[config.mk]
export PLATFORM = sky130hd
export DESIGN_NAME = fifo_pkt_writer
export DESIGN_NICKNAME = d
export VERILOG_FILES = /design/src/rtl/fifo_pkt_pkg.sv /design/src/rtl/fifo_pkt_writer.sv
export SDC_FILE = /design/constraint.sdc
export NUM_CORES = 1
export LEC_CHECK = 0
export ABC_AREA = 1
export BUFFER_PORTS_ARGS = -buffer_cell sky130_fd_sc_hd__buf_2
export CAP_MARGIN = 20
export CORE_ASPECT_RATIO = 0.6
export CORE_UTILIZATION = 40
export DETAILED_ROUTE_END_ITERATION = 8
export GPL_ROUTABILITY_DRIVEN = 0
export SYNTH_ARGS = -nofsm -noshare
export SYNTH_HDL_FRONTEND = slang
export SYNTH_SLANG_ARGS = --single-unit
[constraint.sdc]
create_clock -name wr_clk -period 1.72 [get_ports wr_clk]
set_input_delay 0.086 -clock wr_clk [delete_from_list [all_inputs] [get_ports wr_clk]]
set_output_delay 0.086 -clock wr_clk [all_outputs]
set_load 0.02 [all_outputs]
[src/rtl/fifo_pkt_pkg.sv]
// Shared definitions for the packet writer and the read-side frame parser.
package fifo_pkt_pkg;

  typedef enum logic [2:0] {
    IDLE,
    HDR,
    PAY,
    CSUM,
    DONE
  } pkt_state_t;

  localparam logic [3:0] HDR_TAG = 4'hA;
  localparam int         MAX_LEN = 16;

  // A length field of zero encodes the maximum payload of MAX_LEN bytes.
  function automatic logic [4:0] decode_len(input logic [3:0] len_field);
    return (len_field == 4'd0) ? 5'(MAX_LEN) : {1'b0, len_field};
  endfunction

endpackage

[src/rtl/fifo_pkt_writer.sv]
// Frames a payload burst as header + payload + checksum and pushes every byte
// into the write side of the byte FIFO, stalling on full so nothing is dropped.
module fifo_pkt_writer
  import fifo_pkt_pkg::*;
(
  input  logic       wr_clk,
  input  logic       reset_n,
  input  logic       start,
  input  logic [3:0] len,
  input  logic       src_valid,
  input  logic [7:0] src_data,
  output logic       src_ready,
  input  logic       full,
  output logic       wr,
  output logic [7:0] data_out,
  output logic       busy,
  output logic       done
);

  pkt_state_t state_q;
  logic [4:0] count_q;
  logic [4:0] len_q;
  logic [7:0] sum_q;
  logic       done_q;
  logic       xfer;

  // NOTE: every output gets a default before the case so no latch is inferred
  // for the states that do not drive it.
  always_comb begin
    src_ready = 1'b0;
    wr        = 1'b0;
    data_out  = 8'h00;
    unique case (state_q)
      HDR: begin
        data_out = {HDR_TAG, len_q[3:0]};
        wr       = !full;
      end
      PAY: begin
        src_ready = !full;
        wr        = src_valid & !full;
        data_out  = src_data;
      end
      CSUM: begin
        data_out = sum_q;
        wr       = !full;
      end
      default: ;
    endcase
  end

  assign xfer = src_valid & src_ready;
  assign busy = (state_q != IDLE);
  assign done = done_q;

  // NOTE: sequential state uses non-blocking assignments so every register
  // samples the pre-edge values of its neighbours.
  always_ff @(posedge wr_clk or negedge reset_n) begin
    if (!reset_n) begin
      state_q <= IDLE;
      count_q <= 5'd0;
      sum_q   <= 8'h00;
      len_q   <= 5'd0;
      done_q  <= 1'b0;
    end else begin
      done_q <= 1'b0;
      unique case (state_q)
        IDLE: begin
          if (start) begin
            len_q   <= decode_len(len);
            sum_q   <= 8'h00;
            count_q <= 5'd0;
            state_q <= HDR;
          end
        end
        HDR: begin
          if (wr) state_q <= PAY;
        end
        PAY: begin
          if (xfer) begin
            sum_q   <= sum_q + src_data;
            count_q <= count_q + 5'd1;
            if (count_q == len_q - 5'd1) state_q <= CSUM;
          end
        end
        CSUM: begin
          if (wr) begin
            state_q <= DONE;
            done_q  <= 1'b1;
          end
        end
        DONE: begin
          state_q <= IDLE;
        end
        default: state_q <= IDLE;
      endcase
    end
  end

endmodule

==> impl_results.md <==
- Setup WS post-layout: 0.08738 ns
- HPWL after detailed placement: 2.894 mm
- Dpl ws: 0.1433 ns
- Hold crit path type: in2reg
- Final nets: 276
- Seq/Total Area, Yosys: 35.20%
- Tcrit/Tclk final: 94.92%
- MaxCap Viol Count: 0
- Fin Clk Skew: 0.002553 ns
- CP Data Arrival Time: 1.55 ns
- Layout cells sized above 1: 22.27%
- Synth warnings: 0
- Core area: 0.003701 mm2
- Row count: 17
- Design Power: 0.003229 W
- WHS: 0.08025 ns
- Cell family with most CP delay: buffers and inverters
- Worst path bufs/invs: 3
- H-Tree Depth: 1
- Router iterations before antenna repair: 5
- Chip height: 50.44 um
- Pwr Density: 1689 mW/mm2
- Aggregate routed wire length: 3.690 mm
- Worst setup EP type: output port
- Post-Syn Instances: 208
- Cell area after synthesis: 0.001564 mm2
- Clock Latency Late Sink: 0.26 ns
- Clock tree buffer depth: 2
- Initial core utilization: 42.26%
- Crit start category: flop
- Final core occ: 51.66%
- Clock root cell: clkbuf_8
- Io pins: 29
- Layout area overhead: 22.24%
- Vias per cell: 5.020
- Gr ovfl total: 0
- Pleak: 1.033 nW
- CTS Buf Count: 3
- Outcome: complete, no violations
- CP cell instances: inv_2, nor3_4, buf_6, nand2_1, o221ai_2, buf_4
- Synth Area per Inst: 7.519 um2
- CTS tree: done
- F_max: 0.6125 GHz
- Reg clk slew, reported paths: 0.08 ns
- Endpoints failing setup: 0
- IO buf count: 28
- Worst relative slew slack: 63.90%
- DR DRC count: 0
- Initial antenna violation count: 0
- WP data required: 1.63 ns
- Ant diodes: 0
- Via count: 1,476
- Commonest non-fill, non-tap cell in the layout: nand2_1
- Clock period minus worst slack: 1.633 ns
- Least-Margin Pin Slew: 0.5415 ns
- Final instance area: 0.001912 mm2
- Max-slew violations: 0
- Post-DRT Antenna Nets: 0
- First-pass GRT wire length: 6.120 mm
- Count of state elements after synthesis: 22
- RSZ-0062 raised after global routing: yes
- Syn_nets: 235
- Worst path slowest cell: dfrtp_1
- Die Width: 82.73 um
- CTS Sinks: 22
- Highest-count cells in the layout ignoring fill and taps: nand2_1 (54), inv_1 (33), buf_2 (22)
- GR Util All Layers: 19.64%
- Die area: 0.004172 mm2
- Placed cell areas: 0.001795 mm2
- Number of global-route vias before repair: 1,268
- Initial DRC count: 45
- VDD IR max: 0.0009814 V
- WL/cell: 12.55 um
- Max stage delay on crit path: 0.40 ns
- CP Max Fanout: 7
- Largest net degree at the start of global routing: 23
- Unique masters post-synth: 33
- Kind of critical path: reg2out
- Final hold vios: 0
final timing paths:
path,startpoint,end,slack (ns),cells after the start
setup / recovery,state_q[1],data_out[2],0.09,6
hold / removal,len[2],len_q[2],0.08,3
setup reg to reg,sum_q[0],sum_q[4],0.10,6
hold reg to reg,len_q[3],len_q[3],0.52,2
max in group asynchronous,reset_n,state_q[0],1.01,2
min in group asynchronous,reset_n,sum_q[7],0.33,2
flip-flops by register name, summed over array words and instances (netlist names):
| register | count |
|---|---|
| sum_q | 8 |
| count_q | 5 |
| state_q | 3 |
| len_q | 5 |
| done | 1 |
cell families (layout without fill, tap and decap cells):
| group | Yosys count | count (layout) | synth area share, % |
|---|---|---|---|
| adder cells (fa/ha/maj) | 10 | 10 | 8.480 |
| AO/OA/AOI/OAI | 38 | 38 | 15.84 |
| flip-flops | 22 | 22 | 35.20 |
| AND/OR/NAND/NOR | 94 | 94 | 27.60 |
| XOR/XNOR | 6 | 6 | 3.360 |
| buffers and inverters | 38 | 77 | 9.520 |
metal layers:
metal	share of wire [%]	global-route usage, %	up-vias
li1	-	-	768
met1	55	31.18	668
met4	0.38	3.448	0
met3	6.1	4.909	2
met2	38	26.37	38
met5	0	0	-
through the flow:
stage          setup TNS, ns  std cells
5_1_grt             -0.07601        294
3_5_place_dp               0        287
3_3_place_gp               0        287
4_1_cts                    0        291
6_report                   0        294
2_1_floorplan              0        208
cells in the mapped netlist (all sizes together):
library cell	number	area, um2
a21o	1	7.510
a21oi	9	45.04
a22o	1	8.760
a22oi	1	7.510
a31oi	1	6.260
a32o	1	10.01
and2	1	6.260
buf	1	5.000
dfrtp	22	550.5
fa	1	20.02
ha	9	112.6
inv	37	143.9
nand2	56	220.2
nand3	18	100.1
nand3b	1	7.510
nand4	4	25.02
nor2	13	56.30
nor3	1	16.27
o211ai	2	15.01
o21ai	12	67.57
o21bai	1	7.510
o221ai	4	35.03
o22ai	4	25.02
o31ai	1	12.51
xnor2	1	8.760
xor2	5	43.79
power by group:
part | leakage [nW] | switching, W | internal (W)
sequential | 0.288 | 0.000156 | 0.000692
clock | 0.0216 | 0.000179 | 0.000157
combinational | 0.723 | 0.00126 | 0.000789
area by class of cell:
class                           instances  area, um2
Clock buffer                            3      41.29
Fill cell                             409       1789
Inverter                               37      143.9
Multi-Input combinational cell        148      883.3
Sequential cell                        22      551.8
Tap cell                               47      58.81
Timing Repair Buffer                   37      232.7
worst register-to-register path, delay by kind of cell (launching register included):
kind / cells / cell delay [ns]
fa+ha+maj: 2 / 0.65
compound gates: 3 / 0.36
flops: 1 / 0.39
xor+xnor: 1 / 0.15
repair_timing:
item | 4_1_cts | 5_1_grt
setup endpoints to repair | 0 | 9
setup buffers | 0 | 3
hold endpoints to repair | 22 | 0
resized for setup | 0 | 14
hold buffers | 1 | 0
(Power assumes the default switching activity.)
